===== src/rtl/river_crossing_ctrl.sv =====
// river_crossing_ctrl: farmer/cabbage/goat/wolf crossing game controller.
// Holds the bank of every item, accepts one crossing command per cycle in PLAY,
// flags illegal commands, raises alarm on unsafe banks and declares WON/LOST.
// Optional feature macro: UNDO_EN (one-level undo of the last accepted move).
//
// state | meaning
// ------+------------------------------------------------
// PLAY  | game in progress, commands accepted
// WON   | everyone on the far bank, waiting for start
// LOST  | unsafe bank or move budget exhausted
module river_crossing_ctrl #(
  parameter int MOVE_W    = 4,
  parameter int MAX_MOVES = 15
) (
  input  logic              clk,
  input  logic              reset_n,
  input  logic              start,
  input  logic              move_valid,
  input  logic [1:0]        move_sel,
  input  logic              undo,
  output logic              move_ready,
  output logic [3:0]        pos,
  output logic              alarm,
  output logic              illegal,
  output logic              won,
  output logic              lost,
  output logic [MOVE_W-1:0] move_count
);

  typedef enum logic [1:0] {S_PLAY, S_WON, S_LOST} state_t;

  localparam logic [MOVE_W-1:0] MAX_CNT = MOVE_W'(MAX_MOVES);
  localparam logic [MOVE_W-1:0] CNT_ONE = MOVE_W'(1);

  state_t            state_q, state_d;
  logic [3:0]        pos_q, pos_d;
  logic [MOVE_W-1:0] cnt_q, cnt_d;
  logic              alarm_q, alarm_d;
  logic              illegal_q, illegal_d;

  logic [3:0]        move_mask;
  logic              pass_bank;
  logic              legal;
  logic [3:0]        pos_new;
  logic [MOVE_W-1:0] cnt_new;
  logic              undo_go;

  // pos bits are {F,C,G,W}; unsafe when goat is left with wolf or cabbage
  function automatic logic unsafe(input logic [3:0] p);
    return ((p[1] == p[0]) && (p[3] != p[1])) || ((p[2] == p[1]) && (p[3] != p[1]));
  endfunction

`ifdef UNDO_EN
  logic [3:0]        hist_pos_q, hist_pos_d;
  logic [MOVE_W-1:0] hist_cnt_q, hist_cnt_d;
  logic              hist_vld_q, hist_vld_d;

  assign undo_go = undo && hist_vld_q && (state_q != S_WON);

  // history of the position before the last accepted move
  always_ff @(posedge clk or negedge reset_n) begin
    if (!reset_n) begin
      hist_pos_q <= 4'b0000;
      hist_cnt_q <= '0;
      hist_vld_q <= 1'b0;
    end else begin
      hist_pos_q <= hist_pos_d;
      hist_cnt_q <= hist_cnt_d;
      hist_vld_q <= hist_vld_d;
    end
  end
`else
  logic unused_undo;
  assign unused_undo = undo;
  assign undo_go     = 1'b0;
`endif

  // decode which bits a crossing toggles and the passenger's current bank
  always_comb begin
    move_mask = 4'b1000;
    pass_bank = pos_q[3];
    case (move_sel)
      2'b01: begin move_mask = 4'b1100; pass_bank = pos_q[2]; end
      2'b10: begin move_mask = 4'b1010; pass_bank = pos_q[1]; end
      2'b11: begin move_mask = 4'b1001; pass_bank = pos_q[0]; end
      default: ;
    endcase
  end

  assign legal   = (pass_bank == pos_q[3]);
  assign pos_new = pos_q ^ move_mask;
  assign cnt_new = (cnt_q == MAX_CNT) ? cnt_q : cnt_q + CNT_ONE;

  // state register and game registers
  always_ff @(posedge clk or negedge reset_n) begin
    if (!reset_n) begin
      state_q   <= S_PLAY;
      pos_q     <= 4'b0000;
      cnt_q     <= '0;
      alarm_q   <= 1'b0;
      illegal_q <= 1'b0;
    end else begin
      state_q   <= state_d;
      pos_q     <= pos_d;
      cnt_q     <= cnt_d;
      alarm_q   <= alarm_d;
      illegal_q <= illegal_d;
    end
  end

  // next-state: start > undo > move_valid
  always_comb begin
    state_d   = state_q;
    pos_d     = pos_q;
    cnt_d     = cnt_q;
    alarm_d   = alarm_q;
    illegal_d = 1'b0;
`ifdef UNDO_EN
    hist_pos_d = hist_pos_q;
    hist_cnt_d = hist_cnt_q;
    hist_vld_d = hist_vld_q;
`endif
    if (start) begin
      state_d = S_PLAY;
      pos_d   = 4'b0000;
      cnt_d   = '0;
      alarm_d = 1'b0;
`ifdef UNDO_EN
      hist_vld_d = 1'b0;
`endif
    end else if (undo_go) begin
      state_d = S_PLAY;
      alarm_d = 1'b0;
`ifdef UNDO_EN
      pos_d      = hist_pos_q;
      cnt_d      = hist_cnt_q;
      hist_vld_d = 1'b0;
`endif
    end else if (move_valid && (state_q == S_PLAY)) begin
      if (legal) begin
        pos_d   = pos_new;
        cnt_d   = cnt_new;
        alarm_d = unsafe(pos_new);
`ifdef UNDO_EN
        hist_pos_d = pos_q;
        hist_cnt_d = cnt_q;
        hist_vld_d = 1'b1;
`endif
        if (pos_new == 4'b1111) begin
          state_d = S_WON;
        end else if (unsafe(pos_new) || (cnt_new == MAX_CNT)) begin
          state_d = S_LOST;
        end
      end else begin
        illegal_d = 1'b1;
      end
    end
  end

  assign move_ready = (state_q == S_PLAY);
  assign won        = (state_q == S_WON);
  assign lost       = (state_q == S_LOST);
  assign pos        = pos_q;
  assign alarm      = alarm_q;
  assign illegal    = illegal_q;
  assign move_count = cnt_q;

endmodule


===== config.mk =====
export PLATFORM = sky130hd
export DESIGN_NAME = river_crossing_ctrl
export DESIGN_NICKNAME = d
export VERILOG_FILES = /design/src/rtl/river_crossing_ctrl.sv
export SDC_FILE = /design/constraint.sdc
export NUM_CORES = 1
export LEC_CHECK = 0
export ABC_CLOCK_PERIOD_IN_PS = 2600
export CAP_MARGIN = 40
export CORE_UTILIZATION = 47
export CTS_CLUSTER_DIAMETER = 200
export DETAILED_ROUTE_END_ITERATION = 10
export HOLD_SLACK_MARGIN = 0.1
export PLACE_DENSITY = 0.77
export SETUP_SLACK_MARGIN = 0.02
export SYNTH_ARGS = -nofsm -noshare
export SYNTH_HDL_FRONTEND = slang
export SYNTH_SLANG_ARGS = --single-unit

===== constraint.sdc =====
create_clock -name clk -period 2.6 [get_ports clk]
set_input_delay 0.52 -clock clk [delete_from_list [all_inputs] [get_ports clk]]
set_output_delay 0.52 -clock clk [all_outputs]
set_load 0.1 [all_outputs]

Yosys cells after proc, flatten, opt, wreduce, memory -nomap -nowiden
Index checks and enable logic that the tools add are counted.
Widths: inputs -> output; s select.
Word-level totals
  register bits: 12
  input port bits: 7
  logic and storage cells: 50
Cells by class
  add/subtract/negate cells: 1
  equality and inequality tests: 12
  multiplexer cells: 20
  bitwise logic cells: 1
  reduce and logical (&&, ||, !) cells: 11
Operator list (number)
  $mux 4: 7
  $eq 4x4->1 const B: 3
  $mux 2: 5
  $pmux 3 s3: 1
  $eq 2x2->1 const B: 3
  $mux 1: 6
  $add 4x1->4 const B: 1
  $eq 2x1->1 const B: 2
  $reduce_bool 2->1: 2
  $xor 4x4->4: 1
  $eq 1x1->1: 3
  $logic_and 1x1->1: 3
  $pmux 1 s3: 1
  $reduce_and 3->1: 1
  $reduce_bool 3->1: 1
  $logic_not 2->1: 1
  $logic_or 1x1->1: 2
  $reduce_and 2->1: 1
  $ne 1x1->1: 1

Logic depth before layout (Yosys ltp)
Gate-level depths: netlist of the first run.
  depth after elaboration: 12
  mapped depth: 7
  mapped depth without buffers: 7

Least setup slack after synthesis of the first run
OpenSTA, ideal clock, no wires.
  path type: register to register
  start: register state_q[1]
  end: register cnt_q[0], in the netlist move_count[0]
  setup time: 0.125 ns
  arrival: 2.845 ns
  data required time: 2.475 ns
  path slack: -0.370 ns
  cell stages (with the launch flop): 5
  path buffers: 0
  period minus slack after synthesis: 2.970 ns
  cells stage by stage: dfrtp_1 -> nor2_1 -> nand2_1 -> a311oi_2 -> mux2_4
On the way
  longest elaborated chain between the ends: 4
Ends and longest elaborated chain
  start: declaration: RTL line 35  | state_t state_q, state_d;
  start signal: assignment: RTL line 103  | state_q <= state_d;
  $logic_not 2->1
  net move_ready: RTL line 21  | output logic move_ready,
  $logic_and 1x1->1: RTL line 139  | end else if (move_valid && (state_q == S_PLAY)) begin
  $reduce_bool 2->1 (no source line)
  $reduce_and 2->1 (no source line)
  end signal: assignment: RTL line 105  | cnt_q <= cnt_d;
  end: declaration: RTL line 37  | logic [MOVE_W-1:0] cnt_q, cnt_d;
The timed path passes the listed nets, and every way through them passes these cells.
A chain may end at the register's enable or synchronous reset.

Final worst setup path of the first run
  start: input move_sel[0]
  end: register cnt_q[0], in the netlist move_count[0]
On the way
  longest elaborated chain between the ends: 5
Ends and longest elaborated chain
  start: declaration: RTL line 19  | input logic [1:0] move_sel,
  $eq 2x2->1 or $eq 2x1->1 (tied branches): RTL line 82  | case (move_sel)
  $pmux 1 s3 (*): RTL line 82
  $eq 1x1->1 (*): RTL line 90  | assign legal = (pass_bank == pos_q[3]);
  $reduce_bool 2->1 (no source line) (*)
  $reduce_and 2->1 (no source line) (*)
Mark *: on every way between the ends. The rest lies on a longest branch, timed or not.

==> run metrics, run 1 <==
placed cells 117; Hold Fails Final Rpt 0; share of cells above drive strength 1 0.324; Unique masters post-synth 35; area of the multi-input gates 515 um2; clk sinks 12; Crit. End Element flop; Placement Cell Area 0.00101 mm2; Synth area leader dfrtp_1; f_max 0.401 GHz; compound-cell area share of the yosys netlist 0.244; unrepaired setup endpoints after global routing yes; register clock-pin slew on the reported worst setup and hold paths 0.08 ns; synth warn 0; total wire length 1790 um; setup TNS 0 ns; Yosys reg bits 12; worst hold slack 0.561 ns; status finished, violations left; Hold Path Class flop to flop; Avg WL per Cell 14.5 um; initial core utilization 0.519; clock skew 0.00601 ns; Cells after Synth 80; post-synthesis adder-cell area fraction 0.0618; Req. time, crit path 2.77 ns; first-pass GRT wire length 2980 um; EDFF count, synth 0; maximum net fanout on the critical path 5; detailed-route via count 737; XOR/XNOR share of the synthesized area 0.0325; H-tree levels 1; multiplexer area fraction after synthesis 0.0448; Seq/Total Area, Yosys 0.371; DR iter-0 viols 12; Finish-stage setup viols 0; clk buf depth 2; top cells by count, synth 12 x dfrtp_1, 6 x a21oi_1, 6 x nor2_1; cts bufs inserted 3; post-route cell area 0.00109 mm2; I/O pin total 20; clk_lat worst skew 0.28 ns; worst vdd ir 0.604 mV; main combinational cell family by area after synthesis compound AO/OA/AOI/OAI gates; Max-Cap Viols 0; antenna violations before repair 0; pre-CTS setup slack -0.160 ns; Most used DFF post-synth dfrtp_1; ant diodes 0; DRC viols 2; Pwr Density 748 mW/mm2; layout filler cell count 120; die extent in x 43.5 um; router iterations before antenna repair 8; arrival time of the worst setup path 2.66 ns; vias in the first global route 649; die area 0.00189 mm2; final critical-path required period 2.49 ns; Mean Syn Cell Area 10.1 um2; Pins Over Slew Limit 0; cell with the most instances after synthesis dfrtp_1; Core Area 0.00156 mm2; post-synthesis net count 91; period utilization 0.958; pin count of the biggest net entering global routing 17; min setup slack post-route 0.108 ns; Area contributors post-synth dfrtp_1 37%, ha_1 6.2%, nor2b_1 3.9%; GR Util All Layers 0.220; Synth Area in Simple Gates 0.223; Worst slew margin 0.618; Port Buffer Count 18; Finished Layout Cells 124; Via density 5.94; # nets final 120; CTS tree built; top cell type's share of synthesized area 0.371; GRT Residual Overflow 0; slew of the pin with the lowest slew margin 0.571 ns; die height 43.5 um; Core Rows 14; async set-reset flop share out of synthesis 1.00; global placer's final weighted congestion 0.773; Startpoint Class primary input; root buf cell clkbuf_4; CP Class primary input to flop; Layout area overhead 34.8%; ANT nets after route 0; failing checks design-rule violations; Seq. cell area 300 um2; Leak 0.518 nW; HPWL after detailed placement 1260 um; Cell Area, Synth 810 um2
## path summary, 6_finish.rpt
kind	to	slack, ns	depth (start not counted)	from
hold / removal	state_q[1]	0.56	2	state_q[1]
setup reg to reg	move_count[0]	0.55	7	pos[2]
hold reg to reg	state_q[1]	0.56	2	state_q[1]
setup / recovery	move_count[0]	0.11	9	move_sel[0]
min in group asynchronous	move_count[2]	0.60	1	reset_n
max in group asynchronous	illegal	1.62	1	reset_n
## worst max-delay path: stages
cell and delay [ns]:
clkdlybuf4s50_1 0.46, nor2b_1 0.16, ha_1 0.23, buf_4 0.16, a2111oi_4 0.28, a221oi_4 0.08, buf_4 0.17, a311oi_4 0.29
mux2_4 0.32
## cell type report
cell class,count,area share
flip-flops and latches,12,0.275
repair buffers,27,0.197
clock buffers,4,0.0333
multi-input cells,64,0.472
inverters,1,0.00344
well taps,16,0.0183
## metrics by stage
stage	utilization	total power [mW]
2_1_floorplan	-	0.557
3_3_place_gp	0.648	0.642
3_5_place_dp	0.648	0.648
4_1_cts	0.671	0.804
5_1_grt	0.700	0.858
6_report	0.700	0.817
## kinds of logic (layout without fill, tap and decap cells)
logic type      Yosys count  count (layout)
fa+ha+maj                 4               4
mux                       3               3
simple gates             32              32
buf+inv                   4              32
compound gates           22              22
flops                    12              12
xor+xnor                  3               3
## registers in the layout, indices dropped and copies added, names as in the netlist
signal,cells
move_count,4
pos,4
state_q,2
alarm,1
illegal,1
## metal layers
layer  wire, um  track usage  vias to the layer above
li1           -            -                      357
met1        850        0.292                      361
met2        854        0.327                       15
met3         65       0.0625                        4
met4         22        0.113                        0
met5          0            0                        -
## placed cells by master (no fill, tap or decap), drive strengths merged, types with 4 or more instances in the layout
master	count
a21oi	6
buf	22
clkbuf	4
clkdlybuf4s50	5
dfrtp	12
ha	4
nand2	4
nor2	6
nor2b	5
o21ai	4
## where the power goes
| group | internal (mW) | total (mW) | switching [mW] | leakage (nW) |
|---|---|---|---|---|
| Sequential | 0.207 | 0.239 | 0.0320 | 0.163 |
| Combinational | 0.133 | 0.426 | 0.293 | 0.334 |
| Clock | 0.0852 | 0.152 | 0.0665 | 0.0210 |
| Total | 0.425 | 0.817 | 0.391 | 0.518 |
## timing repair
item                       in CTS  in global routing
setup endpoints to repair       0                  1
setup buffers                   0                  3
hold buffers                    0                  0
gates resized for setup         0                  3
(Power assumes the default switching activity.)
==> run 2: changes to the inputs <==
- CORE_ASPECT_RATIO: unset -> 1.2
- CTS_CLUSTER_DIAMETER: 200 -> 30
- CTS_CLUSTER_SIZE: unset -> 16
==> run metrics, run 2 (synthesis gave the netlist of run 1 again) <==
status finished clean; total net switching power 383 uW (-2.1%); Core Rows 16 (+2); first-pass GRT wire length 2650 um (-11%); Core Area 0.00162 mm2 (+4.0%); Post-CTS Setup Bufs 0 (unchanged); Max-Cap Viols 0 (unchanged); die height 47.5 um (+9.1%); GR Util All Layers 0.214 (-0.00626); Startpoint Class primary input; pre-CTS setup slack -0.118 ns (+0.0422 ns); Via density 5.82 (-2.1%); Worst slew margin 0.645 (+0.0276); layout filler cell count 133 (+11%); f_max 0.414 GHz (+3.1%); initial core utilization 0.499 (-0.0200); CP Class primary input to flop; vias in the first global route 617 (-4.9%); # hold bufs at CTS 0 (unchanged); most frequent cells in the layout 18 x buf_4, 12 x dfrtp_1, 6 x a21oi_1; die extent in x 39.9 um (-8.3%); worst hold slack 0.552 ns (-0.00974 ns); area of the multi-input gates 493 um2 (-4.4%); commonest non-fill, non-tap cell in the layout buf_4; arrival time of the worst setup path 2.57 ns (-0.09 ns); total wire length 1800 um (+0.39%); register clock-pin slew on the reported worst setup and hold paths 0.08 ns (about the same); antenna violations before repair 0 (unchanged); internal power 381 uW (-10%); Pins Over Slew Limit 0 (unchanged); Final Power 764 uW (-6.4%); clk sinks 12 (unchanged); # nets final 116 (-3.3%); I/O pin total 20 (unchanged); Placement Cell Area 0.00100 mm2 (-0.50%); Comb power frac 0.532 (+0.011); setup TNS 0 ns (unchanged); CTS tree built; Seq. cell area 300 um2 (unchanged); Hold Fails Final Rpt 0 (unchanged); DRC viols 0 (-2); worst vdd ir 0.586 mV (-3.1%); root buf cell clkbuf_4; Port Buffer Count 18 (unchanged); Leak 0.489 nW (-5.6%); Layout area overhead 26.9%; clk_lat worst skew 0.28 ns (about the same); Finish-stage setup viols 0 (unchanged); ANT nets after route 0 (unchanged); maximum net fanout on the critical path 6 (+1); detailed-route via count 704 (-4.5%); global placer's final weighted congestion 0.730 (-5.6%); final critical-path required period 2.42 ns (-0.0754 ns); period utilization 0.930 (-0.0290); router iterations before antenna repair 4 (-4); Req. time, crit path 2.76 ns (about the same); Pwr Density 744 mW/mm2 (-0.60%); H-tree levels 1 (unchanged); GRT Residual Overflow 0 (unchanged); DR iter-0 viols 18 (+6); ant diodes 0 (unchanged); Hold Path Class flop to flop; min setup slack post-route 0.183 ns (+0.0754 ns); Avg WL per Cell 14.9 um (+2.9%); die area 0.00189 mm2 (about the same); HPWL after detailed placement 1290 um (+2.9%); PostCTS Resize Cnt 0 (unchanged); clock skew 0.00813 ns (+0.00212 ns); post-route cell area 0.00103 mm2 (-5.8%); pin count of the biggest net entering global routing 17 (unchanged); cts bufs inserted 3 (unchanged); Crit. End Element flop; Clk network pwr share 0.155 (-0.031); unrepaired setup endpoints after global routing no; Sequential Power Share 0.313 (+0.020); clk buf depth 2 (unchanged); slew of the pin with the lowest slew margin 0.530 ns (-0.0413 ns); switch share 0.501 (+0.0221); share of cells above drive strength 1 0.282 (-0.0425)
[run 2: cell count changes in the layout (fill, tap and decap cells not counted), sizes merged]
cell    change
clkbuf      -1
buf         -4
[run 2: cell type report]
type                    instances  area share
inverters                       1     0.00365
clock buffers                   3      0.0219
multi-input cells              64       0.480
repair buffers                 23       0.180
well taps                      18      0.0219
flip-flops and latches         12       0.292
[run 2: path summary, 6_finish.rpt]
path,from,endpoint,slack (ns),cells after the start
setup / recovery,move_sel[1],pos[0],0.18,8
min in group asynchronous,reset_n,pos[1],0.58,1
max in group asynchronous,reset_n,illegal,1.66,1
setup reg to reg,pos[1],pos[0],0.56,5
hold reg to reg,state_q[1],state_q[1],0.55,2
hold / removal,state_q[1],state_q[1],0.55,2
[run 2: per-stage QoR]
step / cells / util
4_1_cts: 121 / 0.633
3_5_place_dp: 118 / 0.620
3_3_place_gp: 118 / 0.620
2_1_floorplan: 80 / -
6_report: 121 / 0.633
5_1_grt: 121 / 0.633
[run 2: worst max-delay path, cell delays in order]
cell and delay [ns]:
clkdlybuf4s50_1 0.44, inv_1 0.08, nor2_1 0.05, ha_1 0.24, a311o_1 0.39, a221oi_4 0.42, nor3_1 0.10, mux2_1 0.33
[run 2: power groups by stage]
stage | clock network (mW) | registers, mW | logic (mW)
finish | 0.118 | 0.239 | 0.407
CTS | 0.118 | 0.239 | 0.407
global placement | 0 | 0.240 | 0.399
floorplan | 0 | 0.352 | 0.204
global route | 0.126 | 0.244 | 0.430
detailed placement | 0 | 0.242 | 0.406
[run 2: routing by layer]
metal	part of all wire	global-route usage	routed length, um
met5	0	0	0
met4	0.017	0.103	30
met3	0.044	0.0419	80
met2	0.51	0.374	911
met1	0.43	0.243	777
